--- config.mk ---
export PLATFORM = sky130hd
export DESIGN_NAME = du_register_way0
export DESIGN_NICKNAME = d
export VERILOG_FILES = /design/src/rtl/du_register_way0.sv
export SDC_FILE = /design/constraint.sdc
export NUM_CORES = 1
export LEC_CHECK = 0
export ABC_AREA = 1
export CORE_ASPECT_RATIO = 1.75
export CORE_MARGIN = 2
export CORE_UTILIZATION = 56
export CTS_BUF_LIST = sky130_fd_sc_hd__clkbuf_2
export CTS_CLUSTER_SIZE = 10
export DETAILED_ROUTE_END_ITERATION = 16
export PLACE_DENSITY = 0.86
export RECOVER_POWER = 100
export SYNTH_ARGS = -nofsm -noshare
export SYNTH_HDL_FRONTEND = slang
export SYNTH_SLANG_ARGS = --single-unit
--- constraint.sdc ---
create_clock -name clk -period 3.7 [get_ports clk]
set_input_delay 0.74 -clock clk [delete_from_list [all_inputs] [get_ports clk]]
set_output_delay 0.74 -clock clk [all_outputs]
set_load 0.01 [all_outputs]
--- src/rtl/du_register_way0.sv ---
// Way-0 decode-to-execute pipeline register: main + skid entry, registered ready_o, flush, saturating stall counter.
// Optional macro DU_REG_INSTADDR_EN carries a 32-bit instruction address alongside the bundle.
module du_register_way0 #(
    parameter int DATA_W = 64,
    parameter int PID_W  = 2,
    parameter int CNT_W  = 32
) (
    input  logic              clk,
    input  logic              rst,
    input  logic              flush_i,
    input  logic              valid_i,
    output logic              ready_o,
    input  logic [4:0]        rdAddr_i,
    input  logic              rdWriteEnable_i,
    input  logic [DATA_W-1:0] rs1ReadData_i,
    input  logic [DATA_W-1:0] rs2ReadData_i,
    input  logic [DATA_W-1:0] imm_i,
    input  logic [6:0]        opCode_i,
    input  logic [2:0]        funct3_i,
    input  logic [6:0]        funct7_i,
    input  logic [5:0]        shamt_i,
    input  logic [PID_W-1:0]  pID_i,
`ifdef DU_REG_INSTADDR_EN
    input  logic [31:0]       instAddr_i,
    output logic [31:0]       instAddr_o,
`endif
    output logic              valid_o,
    input  logic              ready_i,
    output logic [4:0]        rdAddr_o,
    output logic              rdWriteEnable_o,
    output logic [DATA_W-1:0] rs1ReadData_o,
    output logic [DATA_W-1:0] rs2ReadData_o,
    output logic [DATA_W-1:0] imm_o,
    output logic [6:0]        opCode_o,
    output logic [2:0]        funct3_o,
    output logic [6:0]        funct7_o,
    output logic [5:0]        shamt_o,
    output logic [PID_W-1:0]  pID_o,
    output logic [CNT_W-1:0]  stallCount_o
);

    localparam int BASE_W = 5 + 1 + 3 * DATA_W + 7 + 3 + 7 + 6 + PID_W;
`ifdef DU_REG_INSTADDR_EN
    localparam int BUN_W = BASE_W + 32;
`else
    localparam int BUN_W = BASE_W;
`endif

    typedef enum logic [1:0] {
        S_EMPTY = 2'd0,
        S_ONE   = 2'd1,
        S_FULL  = 2'd2
    } state_t;

    state_t             r_state;
    state_t             w_state_next;
    logic [BUN_W-1:0]   r_main;
    logic [BUN_W-1:0]   r_skid;
    logic               r_valid_o;
    logic               r_ready_o;
    logic [CNT_W-1:0]   r_stall_cnt;

    logic [BUN_W-1:0]   w_in_bundle;
    logic               w_accept;
    logic               w_transfer;
    logic               w_load_main_in;
    logic               w_load_main_skid;
    logic               w_load_skid;
    logic               w_stall;

`ifdef DU_REG_INSTADDR_EN
    assign w_in_bundle = {instAddr_i, rdAddr_i, rdWriteEnable_i, rs1ReadData_i, rs2ReadData_i,
                          imm_i, opCode_i, funct3_i, funct7_i, shamt_i, pID_i};
    assign instAddr_o  = r_main[BUN_W-1:BASE_W];
`else
    assign w_in_bundle = {rdAddr_i, rdWriteEnable_i, rs1ReadData_i, rs2ReadData_i,
                          imm_i, opCode_i, funct3_i, funct7_i, shamt_i, pID_i};
`endif

    assign {rdAddr_o, rdWriteEnable_o, rs1ReadData_o, rs2ReadData_o, imm_o,
            opCode_o, funct3_o, funct7_o, shamt_o, pID_o} = r_main[BASE_W-1:0];

    assign valid_o      = r_valid_o;
    assign ready_o      = r_ready_o;
    assign stallCount_o = r_stall_cnt;

    assign w_accept   = valid_i && r_ready_o;
    assign w_transfer = r_valid_o && ready_i;
    assign w_stall    = r_valid_o && !ready_i;

    // Flush overrides every handshake: no register loads, state collapses to EMPTY.
    always_comb begin
        w_state_next     = r_state;
        w_load_main_in   = 1'b0;
        w_load_main_skid = 1'b0;
        w_load_skid      = 1'b0;
        if (flush_i) begin
            w_state_next = S_EMPTY;
        end else begin
            case (r_state)
                S_EMPTY: begin
                    if (w_accept) begin
                        w_load_main_in = 1'b1;
                        w_state_next   = S_ONE;
                    end
                end
                S_ONE: begin
                    if (w_accept && w_transfer) begin
                        w_load_main_in = 1'b1;
                    end else if (w_accept) begin
                        w_load_skid  = 1'b1;
                        w_state_next = S_FULL;
                    end else if (w_transfer) begin
                        w_state_next = S_EMPTY;
                    end
                end
                S_FULL: begin
                    if (w_transfer) begin
                        w_load_main_skid = 1'b1;
                        w_state_next     = S_ONE;
                    end
                end
                default: begin
                    w_state_next = S_EMPTY;
                end
            endcase
        end
    end

    // Handshake outputs are decoded from the next state so both are plain flops.
    always_ff @(posedge clk or negedge rst) begin
        if (!rst) begin
            r_state   <= S_EMPTY;
            r_valid_o <= 1'b0;
            r_ready_o <= 1'b1;
        end else begin
            r_state   <= w_state_next;
            r_valid_o <= (w_state_next != S_EMPTY);
            r_ready_o <= (w_state_next != S_FULL);
        end
    end

    always_ff @(posedge clk or negedge rst) begin
        if (!rst) begin
            r_main <= '0;
            r_skid <= '0;
        end else begin
            if (w_load_main_in) begin
                r_main <= w_in_bundle;
            end else if (w_load_main_skid) begin
                r_main <= r_skid;
            end
            if (w_load_skid) begin
                r_skid <= w_in_bundle;
            end
        end
    end

    always_ff @(posedge clk or negedge rst) begin
        if (!rst) begin
            r_stall_cnt <= '0;
        end else if (w_stall && (r_stall_cnt != {CNT_W{1'b1}})) begin
            r_stall_cnt <= r_stall_cnt + {{(CNT_W-1){1'b0}}, 1'b1};
        end
    end

endmodule

* Yosys cells after proc, flatten, opt, wreduce, memory -nomap -nowiden *
Index checks and enable logic that the tools add are counted.

cells by class
  add/subtract/negate cells = 1
  eq/ne operators = 4
  muxes and demuxes = 19
  reduce and logical (&&, ||, !) cells = 9

operator list
  kind                                                                    number
  223-bit 2-to-1 mux                                                      2
  32-bit by 1-bit adder with 32-bit output (second input constant)        1
  32-bit inequality test (second input constant)                          1
  2-bit 2-to-1 mux                                                        6
  1-bit 2-to-1 mux                                                        9
  2-bit one-hot mux with 3 select lines                                   1
  1-bit logical AND                                                       5
  2-bit nonzero test                                                      2
  2-bit by 1-bit equality test with 1-bit output (second input constant)  1
  2-bit equality test (second input constant)                             1
  2-bit zero test                                                         1
  2-bit inequality test (second input constant)                           1
  1-bit one-hot mux with 2 select lines                                   1
  1-bit zero test                                                         1

word-level totals
  register bits = 482
  input bits = 228
  output and inout port bits = 257
  word-level logic and storage cells = 39

* Longest topological paths before layout *
Gate-level depths: netlist (run 1).

  depth after elaboration = 7
  depth in mapped cells = 11
  depth with buffers taken out = 10

* Worst setup path after synthesis (run 1) *
No wires, ideal clock.

  path kind = input to register
  from = in valid_i
  to = reg r_skid[178]
  setup time = 131 ps
  data arrival time = 1703 ps
  required time = 3569 ps
  setup slack = 1866 ps
  stages = 9
  buffers on the path = 2
  cell sequence = nand2_1 nor2_2 nand2_1 nor2_4 inv_2 buf_2 buf_2 nand2_1 o21ai_0

on the way
  cells in the longest elaborated chain, start to end = 5

ends and longest elaborated chain
  what                                                          RTL line  source
  from (decl)                                                   11        input logic valid_i,
  1-bit logical AND (*)                                         87        assign w_accept = valid_i && r_ready_o;
  1-bit 2-to-1 mux / 1-bit logical AND (equally long branches)  110, 108
  1-bit 2-to-1 mux (*)                                          108       if (w_accept && w_transfer) begin
  1-bit 2-to-1 mux (*)                                          100       case (r_state)
  1-bit 2-to-1 mux (*)                                          97        if (flush_i) begin
  to (signal assigned)                                          154       r_skid <= w_in_bundle;
  to (decl)                                                     58        logic [BUN_W-1:0] r_skid;

Mark *: on every way between the ends. The rest lies on a longest branch, timed or not.
A chain may end at the register's enable or synchronous reset.

* Worst setup path in the final report (run 1) *
  from = reg r_ready_o (netlist: ready_o)
  to = reg r_main[121]

on the way
  cells in the longest elaborated chain, start to end = 6

ends and longest elaborated chain
  what                                                             RTL line  source
  from (decl)                                                      60        logic r_ready_o;
  from (signal assigned)                                           139       r_ready_o <= (w_state_next != S_FULL);
  1-bit logical AND (*)                                            87
  1-bit logical AND                                                108
  1-bit 2-to-1 mux                                                 108
  1-bit one-hot mux with 2 select lines (*)                        100
  1-bit 2-to-1 mux (*)                                             97
  223-bit 2-to-1 mux / 2-bit nonzero test (equally long branches)  n/a
  to (signal assigned)                                             149       r_main <= w_in_bundle;
  to (signal assigned)                                             151       r_main <= r_skid;
  to (decl)                                                        57        logic [BUN_W-1:0] r_main;

Marks and branches as above.

==> impl_results.md, run 1 <==
* Outcome: finished with violations
* Failing checks: max-capacitance violations, max-slew violations
* Warnings from Yosys at 0
* Pre-antenna DRT Iters at 5
* Hold Crit Start: rs1ReadData_i[53]
* Yosys top cell by area: dfrtp_1
* First-pass GRT wire length at 102000 um
* Horiz. Die Dim at 152 um
* Mapped cell area at 21400 sq um
* Setup crit end kind: flop
* WP data arrival at 4100 ps
* Layout cells sized above 1 at 0.0638
* Overall Global Routing Usage at 0.324
* Post-route ant nets at 0
* R2R depth at 7
* Largest net degree at the start of global routing at 190
* CTS Sinks at 482
* Period utilization at 0.858
* Number of port buffers at 484
* Post-CTS Resized at 0
* Final nets at 3417
* Layout overhead on the synthesized area at 28.2%
* Met1 usage at 0.347
* MaxCap Viol Count at 2
* Final wirelength at between 60000 and 70000 um
* Worst-path clk slew at 130 ps
* GR peak layer: met2
* Ys flop type: dfrtp_1
* CTS tree: built
* Rel. slew slack at -0.731
* Max-slew violations at 197
* Initial Utilization at 0.568
* Mapped Nets at just under 3000
* Critical path class: reg2reg
* Asr flop ratio synth at 1.00
* DR DRC count at 0
* Period minus WS final at about 3200 ps
* Iter 0 DRT Violations at 1427
* Via/cell ratio at 5.33
* Hold path depth at 3
* Dominant cells by area after synthesis: dfrtp_1 56%, nand2_1 22%, o21ai_0 11%
* H-tree depth at 3
* Unique masters post-synth at 28
* Top achievable clock speed at 0.315 GHz
* Site Rows at 94
* Grt ovf at 0
* Total CTS buffers at 107
* Clock buffer depth at 3
* Setup violators final at 0
* Crit start category: flop
* Setup Buffers After CTS at 0
* Vias in the first global route at 20600
* Met2 usage in global routing at 0.522
* Slew of the pin with the lowest slew margin at 2600 ps
* Critical Path RT at 4630 ps
* Clk_skew at 89.3 ps
* Top cells by count, synth: 1232 x nand2_1, 481 x dfrtp_1, 471 x o21ai_0, 255 x inv_1, 76 x buf_2
* Tightest Hold Check Type: in2reg
* DP HPWL at 43600 um
* Peak VDD IR at between 400 and 500 uV
* Share of the synthesized area in the top cell type at 0.563
* Post-layout util at 0.729
* Final instance area at 27400 sq um
* Clk Latency, worst-skew pair at 1060 ps
* Final hold vios at 0
* PnR Total Power at 18.6 mW
* Root buffer cell: clkbuf_2
* Worst Setup SP: ready_o$_DFF_PN1_
* R2R Path Start: ready_o$_DFF_PN1_
* Initial antenna violation count at 9
* Synthesized flop and latch total at 482
* Filler cells at 2786
* Post-CTS Hold Buffers at 1
* Mapped Avg Cell Area at 7.88 sq um
* Pwr dens at a little under 700 nW/um^2
* Final TNS setup at 0 ps
* Pleak at 14.6 nW
* Die area at 39800 sq um
* WL per Instance at 17.1 um
* Cell with the most instances after synthesis: nand2_1
* Syn Inst Count at 2714
* # IOs at 485
* Post-DP Area at 26500 sq um
* RSZ-0062 raised after global routing: no
* Hold_ws at 250 ps
* Met3 Resource Use GR at 0.0887
* Number of flops mapped to enable cells by yosys at 0
* Post-synthesis sequential area ratio at 0.564
* Core ar. at 37600 sq um
* GPL Wtd Cong at 0.933
* Vias at approximately 20000
* Crit Path Max Fanout at 61
* Die height at between 200 and 300 um
[metal layers]
metal / up-vias / part of all wire
met2: 924 / 0.48
met5: - / 0.00042
met4: 4 / 0.087
met1: 9424 / 0.35
li1: 9404 / -
met3: 289 / 0.084
[cell type report]
type,count,area (sq um),share of cell area
clock buffer,167,836,0.0305
inverter,259,987,0.0360
clock inverter,30,156,0.00570
timing repair buffer,514,5150,0.188
antenna,8,20.0,0.000730
tap,480,601,0.0219
multi-input combinational,1824,7610,0.278
sequential,482,12100,0.440
[stage by stage]
step	worst slack, ps	std cells
2_1_floorplan	1870	2714
3_3_place_gp	824	3558
3_5_place_dp	734	3558
4_1_cts	717	3756
5_1_grt	332	3763
6_report	527	3764
[path summary, 6_finish.rpt]
| kind | endpoint | slack, ps |
|---|---|---|
| setup / recovery | r_main[121]$_DFFE_PN0P_ | 530 |
| hold / removal | r_skid[206]$_DFFE_PN0P_ | 250 |
| setup reg to reg | r_main[121]$_DFFE_PN0P_ | 530 |
| hold reg to reg | r_main[122]$_DFFE_PN0P_ | 480 |
| max in group asynchronous | r_main[117]$_DFFE_PN0P_ | 860 |
| min in group asynchronous | r_skid[121]$_DFFE_PN0P_ | 1020 |
[critical path, stage by stage, from the launching register on]
cell	delay, ps
dfstp_1	540
nand2_1	90
nor2_1	140
nand3_1	480
clkbuf_2	790
o21ai_0	770
nand2_1	130
nand2_1	110
[sequential cells by signal, indices dropped and copies added (netlist names)]
signal / flops
valid_o: 1
ready_o: 1
stallCount_o: 32
r_state: 2
r_main: 223
r_skid: 223
[placed cells by master, fill, tap and decap left out, types with 2 or more instances in the layout]
master | Yosys | layout
buf_12 | 0 | 10
buf_4 | 3 | 4
clkbuf_1 | 58 | 4
clkbuf_2 | 0 | 178
clkdlybuf4s50_1 | 0 | 226
clkinv_1 | 0 | 24
clkinvlp_4 | 0 | 3
dfrtp_1 | 481 | 481
diode_2 | 0 | 8
dlygate4sd3_1 | 0 | 258
inv_1 | 255 | 255
nand2_1 | 1232 | 1235
nand2_2 | 3 | 2
nand3_1 | 17 | 18
nand3b_1 | 3 | 3
nand4_1 | 7 | 7
nor2_1 | 50 | 54
nor2_2 | 4 | 2
nor3_1 | 2 | 2
o21ai_0 | 471 | 483
o21ai_1 | 14 | 2
xnor2_1 | 6 | 6
xor2_1 | 6 | 6
[cells by family after synthesis]
family	after synthesis	share of synthesized area
flip-flops	482	0.564
buffers and inverters	408	0.0781
XOR/XNOR	12	0.00491
AO/OA/AOI/OAI	486	0.114
AND/OR/NAND/NOR	1325	0.239
adder cells (fa/ha/maj)	1	0.000585
[power breakdown]
part | internal, mW | switching, mW | leakage, nW | total (mW)
logic | 2.95 | 3.42 | 7.70 | 6.38
registers | 7.48 | 1.35 | 6.12 | 8.83
clock network | 1.27 | 2.10 | 0.754 | 3.37
total | 11.7 | 6.88 | 14.6 | 18.6
Power figures use the tool's default switching activity.
==> run 2: changes to the inputs <==
CORE_UTILIZATION = 30   (was 56)
PLACE_DENSITY = 0.5   (was 0.86)
==> run 2 against run 1 <==
Against the previous run: the flow still finishes with violations (max-capacitance violations, max-slew violations); worst setup slack worse by 34 ps; cell count is 18% higher; global-route usage shrank 13 points; clock skew grew 2.1 ps; sequential share of layout area down 4.0 points; hold slack lost 37 ps; core utilization down 30 points; clock power is 5% higher; critical path type is now in2async; critical endpoint is now r_skid[8]$_DFFE_PN0P_; largest cell class unchanged; highest routed layer unchanged.
==> impl_results.md, run 2 (synthesis gave the netlist of run 1 again) <==
* Layout overhead on the synthesized area at 41.2%
* RSZ-0062 raised after global routing: no
* Hold Crit Start: rs1ReadData_i[20]
* Crit start category: input port
* Hold Path End: r_skid[173]$_DFFE_PN0P_
* Top achievable clock speed at 0.312 GHz (-1.0%)
* Initial Utilization at 0.303 (-0.266)
* Final nets at 3654 (+6.9%)
* R2R depth at 7 (unchanged)
* WL per Instance at 15.7 um (-8.5%)
* Total CTS buffers at 118 (+10%)
* Slew of the pin with the lowest slew margin at 1650 ps (-945 ps)
* Final hold vios at 0 (unchanged)
* Grt ovf at 0 (unchanged)
* Ordered list of cells on the worst path: dlygate4sd3_1, dlygate4sd3_1, clkbuf_1, clkbuf_2, clkbuf_4
* MaxCap Viol Count at 2 (unchanged)
* Most common cell after layout, fill and taps aside: nand2_1
* Crit path largest cell delay at 1190 ps (+400 ps)
* Critical Path RT at 5040 ps (+410 ps)
* Largest net degree at the start of global routing at 184 (-3.2%)
* PnR Total Power at 18.7 mW (+0.64%)
* R2R setup slack at 600 ps (+70 ps)
* Setup crit end kind: asynchronous set/reset pin
* Final wirelength at 69500 um (+8.0%)
* WP data arrival at 4550 ps (+450 ps)
* Tightest Hold Check Type: in2reg
* Post-route ant nets at 0 (unchanged)
* Pre-antenna DRT Iters at 7 (+2)
* Period utilization at 0.867 (+0.00909)
* P_sw at 6.88 mW (about the same)
* Clk Latency, worst-skew pair at 1320 ps (+260 ps)
* Worst-path clk slew at 100 ps (-30 ps)
* # IOs at 485 (unchanged)
* Setup violators final at 0 (unchanged)
* P_int at 11.8 mW (+0.97%)
* CTS Sinks at 482 (unchanged)
* DP HPWL at 45400 um (+4.2%)
* Initial antenna violation count at 6 (-3)
* Peak VDD IR at 314 uV (-28%)
* Flop pwr share at 0.468 (-0.007)
* Vias in the first global route at 20000 (-3.2%)
* Iter 0 DRT Violations at 1132 (-21%)
* Horiz. Die Dim at 206 um (+36%)
* Pwr dens at 619 nW/um^2 (-8.6%)
* Hold path depth at 3 (unchanged)
* Period minus WS final at 3210 ps (+33.6 ps)
* Critical path class: in2async
* Overall Global Routing Usage at 0.189 (-0.134)
* Post-CTS Resized at 0 (unchanged)
* Most frequent cells in the layout: 1235 x nand2_1, 485 x o21ai_0, 481 x dlygate4sd3_1, 481 x dfrtp_1, 255 x inv_1
* Clock buffer depth at 3 (unchanged)
* Site Rows at 129 (+37%)
* Slowest CP cell: clkbuf_1
* Via/cell ratio at 4.46 (-16%)
* Die height at 357 um (+36%)
* Crit path top cell by count: dlygate4sd3_1
* Crit Reg-Reg Endpoint: r_skid[134]$_DFFE_PN0P_
* Final TNS setup at 0 ps (unchanged)
* Layout cells sized above 1 at 0.0609 (-0.00293)
* Logic pwr share at 0.343 (about the same)
* Clk_skew at 91.4 ps (+2.11 ps)
* Core ar. at 70700 sq um (+88%)
* CTS tree: built
* Pleak at 15.5 nW (+6.7%)
* Max-slew violations at 198 (+0.51%)
* R2R Path Start: ready_o$_DFF_PN1_
* Rel. slew slack at -0.101 (+0.630)
* Vias at 19800 (-1.2%)
* Root buffer cell: clkbuf_2
* First-pass GRT wire length at 109000 um (+7.3%)
* Number of port buffers at 484 (unchanged)
* Net switching fraction of the power at 0.368 (-0.00207)
* Failing checks: max-capacitance violations, max-slew violations
* DR DRC count at 0 (unchanged)
* Die area at 73500 sq um (+85%)
* Crit Path Max Fanout at 39 (-36%)
* Setup Buffers After CTS at 0 (unchanged)
* GPL Wtd Cong at 0.827 (-11%)
* Clock power share at 0.190 (+0.009)
* H-tree depth at 3 (unchanged)
* Outcome: finished with violations
[run 2: repair_timing]
item	in CTS	in global routing
hold buffers	225	0
endpoints found under the hold margin	838	0
endpoints found under the setup margin	0	0
[run 2: metrics by stage]
stage / instance area, sq um / utilization / hold slack (ps) / std cells / setup slack [ps]
3_5_place_dp: 27100 / 0.384 / 464 / 3997 / 607
3_3_place_gp: 27100 / 0.384 / 462 / 3997 / 624
4_1_cts: 30500 / 0.431 / 3.47 / 4433 / 312
6_report: 30200 / 0.427 / 214 / 4439 / 493
5_1_grt: 30200 / 0.427 / 116 / 4438 / 231
2_1_floorplan: 21400 / - / 444 / 2714 / 1870
[run 2: worst max-delay path by stage]
stage,to,cells past startpoint,from
after floorplan,r_skid[178]$_DFFE_PN0P_,9,valid_i
after global placement,r_main[162]$_DFFE_PN0P_,9,ready_i
after detailed placement,r_main[162]$_DFFE_PN0P_,9,ready_i
after CTS,stallCount_o[14],1,stallCount_o[14]$_DFFE_PN0P_
after global routing,r_skid[206]$_DFFE_PN0P_,5,rst
final,r_skid[8]$_DFFE_PN0P_,5,rst
[run 2: cell type report]
class,instances,area [sq um]
Fill cell,7255,40500
Sequential cell,482,12100
Multi-Input combinational cell,1824,7600
Timing Repair Buffer,740,7350
Tap cell,917,1150
Inverter,259,987
Clock buffer,166,831
Clock inverter,45,206
Antenna cell,6,15.0
[run 2: critical path: cells and delay by family]
family / cells / cell delay [ps]
buf+inv: 5 / 3780
[run 2: power groups by stage]
stage | Combinational (mW) | Sequential, mW | Clock, mW
finish | 6.40 | 8.74 | 3.55
global route | 7.32 | 9.03 | 4.02
CTS | 6.97 | 8.82 | 3.80
detailed placement | 6.73 | 8.88 | 0
global placement | 6.62 | 8.86 | 0
floorplan | 2.76 | 9.08 | 0
[run 2: routing by layer]
metal / vias to the layer above / track usage / wire, um / part of all wire
met4: 2 / 0.0849 / 2090 / 0.030
met2: 610 / 0.312 / 33300 / 0.48
met5: - / 0 / 13 / 0.00019
met3: 106 / 0.0456 / 4780 / 0.069
met1: 9211 / 0.235 / 29400 / 0.42
li1: 9880 / - / - / -
